### config.mk
export PLATFORM = sky130hd
export DESIGN_NAME = usb_rx_core_flat
export DESIGN_NICKNAME = d
export VERILOG_FILES = /design/src/rtl/usb_rx_if.sv /design/src/rtl/usb_rx_core.sv /design/src/flat_wrapper.sv
export SDC_FILE = /design/constraint.sdc
export NUM_CORES = 1
export LEC_CHECK = 0
export BUFFER_PORTS_ARGS = -buffer_cell sky130_fd_sc_hd__buf_2
export CAP_MARGIN = 10
export CORE_ASPECT_RATIO = 1.4
export CORE_UTILIZATION = 38
export DETAILED_ROUTE_END_ITERATION = 10
export PLACE_DENSITY = 0.56
export SLEW_MARGIN = 20
export SYNTH_ARGS = -nofsm -noshare
export SYNTH_HDL_FRONTEND = slang
export SYNTH_SLANG_ARGS = --single-unit
### constraint.sdc
create_clock -name clk -period 5.23 [get_ports clk]
set_clock_uncertainty 0.15 [all_clocks]
set_input_delay 0.523 -clock clk [delete_from_list [all_inputs] [get_ports clk]]
set_output_delay 0.523 -clock clk [all_outputs]
set_load 0.02 [all_outputs]
### src/rtl/usb_rx_if.sv
// USB receive-side bus: raw line inputs, back-pressure, and the byte/packet
// outputs of the receiver core.
//
// Handshake: w_enable is a one-cycle valid strobe qualifying rx_data. rx_full
// acts as an inverted ready sampled when a byte completes. If rx_full is high
// at that moment, the byte is dropped and never retried, and the core flags
// rx_error. No byte is ever held waiting for space.
interface usb_rx_if;
  logic       d_plus_in;
  logic       d_minus_in;
  logic       rx_full;
  logic [7:0] rx_data;
  logic       w_enable;
  logic [3:0] rx_pid;
  logic       receiving;
  logic       rx_error;
  logic       rx_done;

  modport master (
    output d_plus_in, d_minus_in, rx_full,
    input  rx_data, w_enable, rx_pid, receiving, rx_error, rx_done
  );

  modport slave (
    input  d_plus_in, d_minus_in, rx_full,
    output rx_data, w_enable, rx_pid, receiving, rx_error, rx_done
  );
endinterface

### src/rtl/usb_rx_core.sv
// USB full-speed style receiver. The line is oversampled 8x. The core
// performs NRZI decoding and bit-unstuffing, checks SYNC and PID, assembles
// bytes LSB-first and handles EOP. dbg_state exposes the FSM state.
module usb_rx_core (
  input  logic       clk,
  input  logic       n_rst,
  usb_rx_if.slave    bus,
  output logic [2:0] dbg_state
);

  typedef enum logic [2:0] {IDLE, SYNC, PID, DATA, EOP, ERR} state_t;

  state_t     state_q, state_n;
  logic       dp_meta, dp, dm_meta, dm, dp_d;
  logic [2:0] timer_q;
  logic       prev_dp_q, prev_dp_n;
  logic [2:0] bit_cnt_q, bit_cnt_n;
  logic [2:0] ones_q, ones_n;
  logic [7:0] shift_q, shift_n;
  logic [7:0] rx_data_q, rx_data_n;
  logic [3:0] rx_pid_q, rx_pid_n;
  logic       err_q, err_n;
  logic       wen_q, wen_n;
  logic       done_q, done_n;

  logic       strobe, se0, j_line, rx_bit;
  logic [7:0] byte_next;

  // Two-flop synchronizers plus a delayed copy of dp for edge detection.
  // Reset leaves the line looking like idle J.
  always_ff @(posedge clk) begin
    if (!n_rst) begin
      dp_meta <= 1'b1;
      dp      <= 1'b1;
      dm_meta <= 1'b0;
      dm      <= 1'b0;
      dp_d    <= 1'b1;
    end else begin
      dp_meta <= bus.d_plus_in;
      dp      <= dp_meta;
      dm_meta <= bus.d_minus_in;
      dm      <= dm_meta;
      dp_d    <= dp;
    end
  end

  // Bit timer realigns on every dp transition so the strobe lands mid-bit.
  always_ff @(posedge clk) begin
    if (!n_rst)          timer_q <= 3'd0;
    else if (dp != dp_d) timer_q <= 3'd0;
    else                 timer_q <= timer_q + 3'd1;
  end

  assign strobe    = (timer_q == 3'd3);
  assign se0       = !dp && !dm;
  assign j_line    = dp && !dm;
  assign rx_bit    = (dp == prev_dp_q);
  assign byte_next = {rx_bit, shift_q[7:1]};

  // State and datapath registers.
  always_ff @(posedge clk) begin
    if (!n_rst) begin
      state_q   <= IDLE;
      prev_dp_q <= 1'b1;
      bit_cnt_q <= 3'd0;
      ones_q    <= 3'd0;
      shift_q   <= 8'h00;
      rx_data_q <= 8'h00;
      rx_pid_q  <= 4'h0;
      err_q     <= 1'b0;
      wen_q     <= 1'b0;
      done_q    <= 1'b0;
    end else begin
      state_q   <= state_n;
      prev_dp_q <= prev_dp_n;
      bit_cnt_q <= bit_cnt_n;
      ones_q    <= ones_n;
      shift_q   <= shift_n;
      rx_data_q <= rx_data_n;
      rx_pid_q  <= rx_pid_n;
      err_q     <= err_n;
      wen_q     <= wen_n;
      done_q    <= done_n;
    end
  end

  // Next-state, decode, unstuff and byte assembly.
  always_comb begin
    state_n   = state_q;
    prev_dp_n = prev_dp_q;
    bit_cnt_n = bit_cnt_q;
    ones_n    = ones_q;
    shift_n   = shift_q;
    rx_data_n = rx_data_q;
    rx_pid_n  = rx_pid_q;
    err_n     = err_q;
    wen_n     = 1'b0;
    done_n    = 1'b0;

    if (strobe && state_q != IDLE) prev_dp_n = dp;

    case (state_q)
      IDLE: begin
        // Hold the NRZI reference at J so the first SYNC K decodes as 0.
        prev_dp_n = 1'b1;
        if (dp_d && !dp) begin
          state_n   = SYNC;
          err_n     = 1'b0;
          ones_n    = 3'd0;
          bit_cnt_n = 3'd0;
        end
      end
      SYNC, PID, DATA: begin
        if (strobe) begin
          if (se0) begin
            // Only an SE0 on a byte boundary inside DATA is a clean EOP.
            if (state_q != DATA || bit_cnt_q != 3'd0) err_n = 1'b1;
            state_n = EOP;
          end else if (ones_q == 3'd6) begin
            // Stuff bit: a 0 is dropped, a 1 is a stuffing violation.
            ones_n = 3'd0;
            if (rx_bit) begin
              err_n   = 1'b1;
              state_n = ERR;
            end
          end else begin
            ones_n    = rx_bit ? ones_q + 3'd1 : 3'd0;
            shift_n   = byte_next;
            bit_cnt_n = bit_cnt_q + 3'd1;
            if (bit_cnt_q == 3'd7) begin
              if (state_q == SYNC) begin
                if (byte_next == 8'h80) begin
                  state_n = PID;
                end else begin
                  err_n   = 1'b1;
                  state_n = ERR;
                end
              end else if (state_q == PID) begin
                rx_pid_n = byte_next[3:0];
                if (byte_next[7:4] != ~byte_next[3:0]) begin
                  err_n   = 1'b1;
                  state_n = ERR;
                end else begin
                  state_n = DATA;
                end
              end else begin
                if (bus.rx_full) begin
                  err_n = 1'b1;
                end else begin
                  rx_data_n = byte_next;
                  wen_n     = 1'b1;
                end
              end
            end
          end
        end
      end
      EOP: begin
        if (strobe && j_line) begin
          state_n = IDLE;
          done_n  = !err_q;
        end
      end
      ERR: begin
        if (strobe && se0) state_n = EOP;
      end
      default: state_n = IDLE;
    endcase
  end

  assign bus.rx_data   = rx_data_q;
  assign bus.rx_pid    = rx_pid_q;
  assign bus.w_enable  = wen_q;
  assign bus.rx_done   = done_q;
  assign bus.rx_error  = err_q;
  assign bus.receiving = (state_q != IDLE);
  assign dbg_state     = state_q;

endmodule

### src/flat_wrapper.sv
// flat-port wrapper written by rule: the top's interface ports become plain ports
module usb_rx_core_flat 
  (clk, n_rst, dbg_state, bus_d_plus_in, bus_d_minus_in, bus_rx_full, bus_rx_data, bus_w_enable, bus_rx_pid, bus_receiving, bus_rx_error, bus_rx_done);
  usb_rx_if bus_i ();
  input  logic clk;
  input  logic n_rst;
  output logic [2:0] dbg_state;
  input wire logic [$bits(bus_i.d_plus_in)-1:0] bus_d_plus_in;
  input wire logic [$bits(bus_i.d_minus_in)-1:0] bus_d_minus_in;
  input wire logic [$bits(bus_i.rx_full)-1:0] bus_rx_full;
  output wire logic [$bits(bus_i.rx_data)-1:0] bus_rx_data;
  output wire logic [$bits(bus_i.w_enable)-1:0] bus_w_enable;
  output wire logic [$bits(bus_i.rx_pid)-1:0] bus_rx_pid;
  output wire logic [$bits(bus_i.receiving)-1:0] bus_receiving;
  output wire logic [$bits(bus_i.rx_error)-1:0] bus_rx_error;
  output wire logic [$bits(bus_i.rx_done)-1:0] bus_rx_done;
  assign bus_i.d_plus_in = bus_d_plus_in;
  assign bus_i.d_minus_in = bus_d_minus_in;
  assign bus_i.rx_full = bus_rx_full;
  assign bus_rx_data = bus_i.rx_data;
  assign bus_w_enable = bus_i.w_enable;
  assign bus_rx_pid = bus_i.rx_pid;
  assign bus_receiving = bus_i.receiving;
  assign bus_rx_error = bus_i.rx_error;
  assign bus_rx_done = bus_i.rx_done;
  usb_rx_core u_core (.clk(clk), .n_rst(n_rst), .bus(bus_i), .dbg_state(dbg_state));
endmodule
## Word-level counts from Yosys, hierarchy flattened

Index checks and enable logic that the tools add are counted.

| word-level totals | value |
|---|---|
| bits in registers | 41 |
| output and inout port bits | 19 |
| logic and storage cells | 118 |

| cells by class | value |
|---|---|
| reduce and logical (&&, ||, !) cells | 26 |
| add/subtract/negate cells | 3 |
| equal/unequal tests | 26 |
| bitwise operators | 10 |
| multiplexer cells | 37 |

Operator list:

| operator | number |
|---|---|
| 2-to-1 mux 3 bit | 20 |
| AND reduction 7 bit | 2 |
| 2-to-1 mux 1 bit | 13 |
| == test 3 bit (second input constant) | 4 |
| one-hot mux 3 bit (2 select lines) | 2 |
| one-hot mux 3 bit (4 select lines) | 1 |
| adder 3 x 1 -> 3 bit (second input constant) | 3 |
| == test 3 x 2 -> 1 bit (second input constant) | 3 |
| inverter 1 bit | 9 |
| AND reduction 9 bit | 1 |
| == test 8 bit (second input constant) | 1 |
| inequality test 2 x 1 -> 1 bit (second input constant) | 4 |
| AND reduction 4 bit | 2 |
| AND reduction 8 bit | 1 |
| OR reduction 8 bit | 1 |
| logical AND 1 bit | 6 |
| inequality test 6 x 2 -> 1 bit (second input constant) | 1 |
| inequality test 6 x 3 -> 1 bit (second input constant) | 1 |
| nonzero test 3 bit | 2 |
| inequality test 5 x 1 -> 1 bit (second input constant) | 1 |
| inequality test 5 x 3 -> 1 bit (second input constant) | 1 |
| AND reduction 5 bit | 1 |
| inequality test 2 bit (second input constant) | 2 |
| inequality test 4 x 1 -> 1 bit (second input constant) | 1 |
| other kinds (16) | 19 |

## Longest topological paths before layout

Gate-level depths: netlist (run 1).

| logic depth | value |
|---|---|
| depth after elaboration | 10 |
| gate-level depth with buffers | 8 |
| depth with buffers taken out | 7 |

## Worst setup path before layout (run 1)

No wires, ideal clock.

| timing path | value |
|---|---|
| kind | register -> register |
| start point | register u_core.ones_q[0] |
| end point | register u_core.rx_data_q[2] (netlist: u_core.bus.rx_data[2]) |
| data required time | 4.952 ns |
| arrival time | 1.785 ns |
| stages on the path, launching flop included | 9 |
| path slack | 3.167 ns |
| setup time | 0.128 ns |
| clock period less this slack | 2.063 ns |
| path through | dfxtp_1 -> inv_1 -> ha_1 -> a2bb2oi_2 -> nand4_1 -> or4b_1 -> buf_6 -> mux2i_1 -> nor2_1 |

| on the way | value |
|---|---|
| cells in the longest elaborated chain, start to end | 3 |

RTL lines:

| item | RTL line | text |
|---|---|---|
| start, declared | usb_rx_core.sv:18 | `logic [2:0] ones_q, ones_n;` |
| start signal, assigned | usb_rx_core.sv:77 | `ones_q <= ones_n;` |
| == test 3 bit | usb_rx_core.sv:119 | `end else if (ones_q == 3'd6) begin` |
| inverter 1 bit (no line) | -- |  |
| AND reduction 8 bit (no line) | -- |  |
| end signal, assigned | usb_rx_core.sv:79 | `rx_data_q <= rx_data_n;` |
| end, declared | usb_rx_core.sv:20 | `logic [7:0] rx_data_q, rx_data_n;` |

Every way passes these cells.
A chain may end at the register's enable or synchronous reset.

## Worst setup path in the final report (run 1)

| timing path | value |
|---|---|
| start point | register u_core.ones_q[0] |
| end point | register u_core.rx_data_q[1] (netlist: u_core.bus.rx_data[1]) |

The elaborated chain is that of the path after synthesis.

==> results of run 1 <==
-- layout by cell type (no fill, tap or decap), types with 6 or more instances in the layout --
cell type,synthesis,layout
dfxtp_1,40,40
nor2_1,28,28
buf_2,3,23
mux2i_1,19,19
nand2_1,9,9
ha_1,8,8
inv_1,6,6
o21ai_0,6,6
-- power by group --
part / internal (mW) / total (mW) / switching [mW] / leakage [nW]
Clock: 0.0906 / 0.190 / 0.0989 / 0.0410
Sequential: 0.310 / 0.319 / 0.00903 / 0.324
Combinational: 0.0199 / 0.0501 / 0.0302 / 0.587
-- stage by stage --
| step | area (um2) | total power [mW] |
|---|---|---|
| 6_report | 2070 | 0.559 |
| 3_5_place_dp | 1990 | 0.377 |
| 4_1_cts | 2070 | 0.568 |
| 2_1_floorplan | 1850 | 0.362 |
| 5_1_grt | 2070 | 0.585 |
| 3_3_place_gp | 1990 | 0.377 |
-- cells by family after synthesis --
kind of cell | count (synthesis)
flip-flops | 40
adder cells (fa/ha/maj) | 8
XOR/XNOR | 7
buffers and inverters | 17
AND/OR/NAND/NOR | 74
AO/OA/AOI/OAI | 31
multiplexers | 19
-- worst max-delay path: stages, from the launching register on --
cell       delay (ns)
dfxtp_1          0.38
inv_1            0.06
ha_1             0.26
a2bb2oi_2        0.27
nand4_1          0.14
or4b_1           0.75
mux2i_1          0.25
nor2_1           0.05
-- final cells by class --
type                            instances  area [um2]
Fill cell                             481        2540
Multi-Input combinational cell        139         971
Sequential cell                        40         801
Timing Repair Buffer                   23         115
Tap cell                               62        77.6
Clock buffer                            6        72.6
Inverter                                7        26.3
Clock inverter                          1        5.00
-- routing by layer --
metal	GRT usage	vias up
li1	-	732
met1	0.217	674
met2	0.275	36
met3	0.0324	7
met4	0.0640	0
met5	0	-
-- flip-flops by register name, summed over array words and instances (netlist names) --
register,count
u_core.ones_q,3
u_core.dm,1
u_core.timer_q,3
u_core.dbg_state,3
u_core.bus.rx_pid,4
u_core.dp_d,1
u_core.bus.w_enable,1
u_core.prev_dp_q,1
u_core.bit_cnt_q,3
u_core.dp_meta,1
u_core.shift_q,7
u_core.bus.rx_data,8
u_core.bus.rx_error,1
u_core.dm_meta,1
u_core.bus.rx_done,1
u_core.dp,1
-- final timing paths --
| check | startpoint | end | cells after the start |
|---|---|---|---|
| max | u_core.ones_q[0]$_SDFFE_PN0P_ | u_core.bus.rx_data[1]$_SDFFE_PN0P_ | 7 |
| max reg2reg | u_core.ones_q[0]$_SDFFE_PN0P_ | u_core.bus.rx_data[1]$_SDFFE_PN0P_ | 7 |
| min | bus_d_plus_in | u_core.dp_meta$_SDFF_PN1_ | 2 |
| min reg2reg | u_core.timer_q[0]$_SDFF_PP0_ | u_core.timer_q[0]$_SDFF_PP0_ | 1 |
-- cell usage after synthesis, drive strengths merged (2+ instances only) --
library cell / number
nand2b: 3
o21ba: 2
nor3: 4
inv: 7
o21ai: 6
ha: 8
mux2i: 19
o31ai: 3
buf: 4
a22oi: 2
nor4: 2
xor2: 4
nor3b: 2
a21oi: 5
nand3: 5
nand2: 9
nor2: 28
nand4b: 3
or3: 2
clkbuf: 6
nand4: 5
dfxtp: 40
and2: 3
a21o: 3
xnor2: 2
and3: 2
==> qor.yml, run 1 <==
run_status:
  status: "finished clean"
synthesis:
  seq_area_frac_synth: 0.434
  yosysWarnings: 0
  synth_seq_cells: 40
  yosysTopAreaCell: "dfxtp_1"
  syn_inst: 196
  synth-compound-area-share: 0.122
  synth.area.mux_share: 0.103
  synth_edf_count: 0
  synthAdderAreaFrac: 0.0542
  synth_top_family_by_area: "simple AND/OR/NAND/NOR gates"
  syn-num-nets: 209
  yosys_most_used_dff: "dfxtp_1"
  synth_top_area_frac: 0.434
  ys_top_cells_by_area: "dfxtp_1, mux2i_1, nor2_1"
  synth.cell_area_um2: 1850
  synth_cell_type_count: 45
  ys_async_sr_fraction: 0
  synth_simple_gate_area_frac: 0.206
  synth-xor-area-share: 0.0407
  avgSynthCellArea_um2: 9.42
setup_path:
  arrival_ns: 2.43
  cp.required_ns: 5.24
  worst_setup_path_end_kind: "register"
  critPathKind: "register to register"
  path_max_fanout: 9
  r2r_slack_ns: 2.81
  startpoint_type: "register"
placed_design:
  gp_congestion: 0.815
  port_buffers: 23
  place_ws_ns: 2.81
  dp_hpwl_um: 2840
  dpl.cell_count: 271
clock_tree:
  postCtsHoldBufs: 0
  cts_tree: "done"
  cts-root-buf: "clkbuf_8"
  cts_setup_buffers: 0
  h-tree-depth: 2
  cts_sinks: 40
  cts_buffers: 5
  cts_buffer_depth: 2
  insertion_delay_ns: 0.29
  ctsResizeCount: 0
  clk_pin_slew_ns: 0.07
floorplan:
  die-area_um2: 5150
  die_w_um: 60.9
  rows: 29
  core_um2: 4610
  initial_utilization: 0.401
  die_h_um: 84.5
  io_pins: 24
hold_path:
  hold_class: "input pin to register"
drt:
  drt-met1-wl_um: 1760
  drtAntennaViolNets: 0
  drc: 0
  via_per_inst: 5.21
  wl_per_cell_um: 14.1
  routed_wl_um: 3910
  dr_wl_met3_um: 138
  drtPass1Iterations: 4
  vias: 1449
  maxUsedRoutingLayer: "met4"
  wl_met2_um: 1930
  drt_iter0_markers: 48
final_layout:
  fin_cells: 278
  nets: 229
  diodes: 0
  synthToLayoutAreaGrowth_pct: 12.0
  utilization: 0.449
  drive_gt1_frac: 0.167
sta:
  min_period_over_period: 0.463
  hold_viol_final: 0
  fmax_mhz: 413
  setup_ws_ns: 2.81
  whs_ns: 0.264
  setup_tns_ns: 0
  rsz0062_at_grt: "false"
  worstMarginPinSlew_ns: 0.523
  setup_viol: 0
  slew_headroom: 0.651
  slew_viol_final: 0
  finalWorstPathRequiredPeriod_ns: 2.42
global_routing:
  grt_pass1_wl_um: 6600
  grt_max_degree: 29
  grt.overflow.total: 0
  grt_pass1_vias: 1350
  antenna_found_initial: 0
  grt_usage: 0.169
power_and_ir_drop:
  vdd_ir_drop_max_v: 0.000144
  powerDensity_nw_per_um2: 270
  p_leak_nw: 0.952
job:
  maxCapViolations: 0
Power figures use the tool's default switching activity.
==> run 2, diff against run 1 <==
clock period = 2.4 ns   (was 5.23 ns; I/O delays follow)
==> qor.yml, run 2 (synthesis gave the netlist of run 1 again) <==
run_status:
  status: "finished clean"  # unchanged
drt:
  via_per_inst: 5.23  # was 5.21
  drt_iter0_markers: 70  # was 48
  wl_per_cell_um: 14.4  # was 14.1 um
  drtPass1Iterations: 4  # unchanged
  drc: 0  # unchanged
  routed_wl_um: 4120  # was 3910 um
  vias: 1495  # was 1449
  drtAntennaViolNets: 0  # unchanged
placed_design:
  dp_hpwl_um: 2980  # was 2840 um
  gp_congestion: 0.844  # was 0.815
  port_buffers: 23  # unchanged
final_layout:
  nets: 237  # was 229
  diodes: 0  # unchanged
  largest_reg_flops: 8  # unchanged
  layout.cells.most_common: "dfxtp_1"  # unchanged
  most-common-layout-cells: "dfxtp_1, nor2_1, buf_2"  # unchanged
  fillers: 496  # was 481
  drive_gt1_frac: 0.196  # was 0.167
  multi_input_area_um2: 975  # was 971 um2
  ff_latch_area_um2: 801  # unchanged
  synthToLayoutAreaGrowth_pct: 15.6  # was 12.0%
setup_path:
  cp_slowest_cell: "or4b_4"  # was or4b_1
  max_stage_delay_ns: 0.62  # was 0.75 ns
  worst_setup_path_end_kind: "register"  # unchanged
  critPathKind: "register to register"  # unchanged
  cp.required_ns: 2.41  # was 5.24 ns
  startpoint_type: "register"  # unchanged
  path_max_fanout: 9  # unchanged
  arrival_ns: 2.12  # was 2.43 ns
  crit_chain: "inv_1 > ha_1 > a2bb2oi_2 > nand4_1 > or4b_4 > mux2i_1 > nor2_1"  # was inv_1 > ha_1 > a2bb2oi_2 > nand4_1 > or4b_1 > mux2i_1 > nor2_1
floorplan:
  initial_utilization: 0.401  # unchanged
  rows: 29  # unchanged
  core_um2: 4610  # unchanged
  die_w_um: 60.9  # unchanged
  io_pins: 24  # unchanged
  die-area_um2: 5150  # unchanged
  die_h_um: 84.5  # unchanged
clock_tree:
  cts_buffer_depth: 2  # unchanged
  cts_sinks: 40  # unchanged
  cts_buffers: 5  # unchanged
  cts-root-buf: "clkbuf_8"  # unchanged
  cts_tree: "done"  # unchanged
  h-tree-depth: 2  # unchanged
  insertion_delay_ns: 0.29  # about the same
  cts_setup_buffers: 0  # unchanged
  clk_pin_slew_ns: 0.07  # about the same
job:
  maxCapViolations: 0  # unchanged
sta:
  fmax_mhz: 475  # was 413 MHz
  setup_tns_ns: 0  # unchanged
  rsz0062_at_grt: "false"  # unchanged
  setup_viol: 0  # unchanged
  finalWorstPathRequiredPeriod_ns: 2.11  # was 2.42 ns
  slew_viol_final: 0  # unchanged
  hold_viol_final: 0  # unchanged
  slew_headroom: 0.638  # was 0.651
  worstMarginPinSlew_ns: 0.542  # was 0.523 ns
  min_period_over_period: 0.878  # was 0.463
power_and_ir_drop:
  vdd_ir_drop_max_v: 0.000390  # was 0.000144 V
  p_leak_nw: 0.992  # was 0.952 nW
  powerDensity_nw_per_um2: 575  # was 270 nW/um2
  power_mw: 1.23  # was 559 uW
global_routing:
  antenna_found_initial: 0  # unchanged
  grt_pass1_wl_um: 6840  # was 6600 um
  grt_pass1_vias: 1376  # was 1350
  grt_usage: 0.179  # was 0.169
  grt.overflow.total: 0  # unchanged
  grt_max_degree: 29  # unchanged
hold_path:
  hold_class: "input pin to register"  # unchanged
[run 2: cell count changes in the layout (fill, tap and decap cells not counted), sizes merged]
cell and delta:
buf +7, dlygate4sd3 +1
[run 2: final timing paths]
path | startpoint | endpoint | slack (ns) | depth (start not counted)
max reg2reg | u_core.ones_q[0]$_SDFFE_PN0P_ | u_core.bus.rx_data[7]$_SDFFE_PN0P_ | 0.29 | 7
min reg2reg | u_core.timer_q[0]$_SDFF_PP0_ | u_core.timer_q[0]$_SDFF_PP0_ | 0.27 | 1
max | u_core.ones_q[0]$_SDFFE_PN0P_ | u_core.bus.rx_data[7]$_SDFFE_PN0P_ | 0.29 | 7
min | bus_d_minus_in | u_core.dm_meta$_SDFF_PN0_ | 0.02 | 2
[run 2: power by group]
part	switching, mW	internal (mW)	total, mW	leakage (nW)
logic	0.0705	0.0482	0.119	0.627
registers	0.0187	0.676	0.694	0.324
clock network	0.216	0.197	0.414	0.0410
total	0.305	0.921	1.23	0.992
[run 2: layout make-up]
cell class,instances,area share
clock buffers,6,0.0340
clock inverters,1,0.00234
repair buffers,31,0.0832
multi-input cells,139,0.457
well taps,62,0.0363
inverters,7,0.0123
flip-flops and latches,40,0.375
[run 2: repair_timing]
action,4_1_cts,5_1_grt
setup endpoints to repair,0,1
hold endpoints to repair,1,0
gates resized for setup,0,1
hold buffers,1,0
[run 2: worst max-delay path: cells and delay by family, from the launching register on]
family	cells	cell delay, ns
compound gates	1	0.17
fa+ha+maj	1	0.25
buf+inv	1	0.06
flops	1	0.37
mux	1	0.19
simple gates	3	0.80
[run 2: per-layer routing]
layer,part of all wire,vias up,global-route usage
met4,0.026,0,0.0764
met1,0.46,705,0.239
met2,0.48,34,0.277
li1,-,747,-
met5,0,-,0
met3,0.034,9,0.0339
[run 2: metrics by stage]
stage	instance area (um2)	std cells	hold slack [ns]	utilization	setup WS, ns
final	2130	286	0.0163	0.463	0.294
after global routing	2130	286	0.0337	0.463	0.111
after CTS	2130	286	0.0114	0.462	0.112
after detailed placement	2040	278	0.253	0.443	0.129
after global placement	2040	278	0.245	0.443	0.174
after floorplan	1850	196	0.163	-	0.337
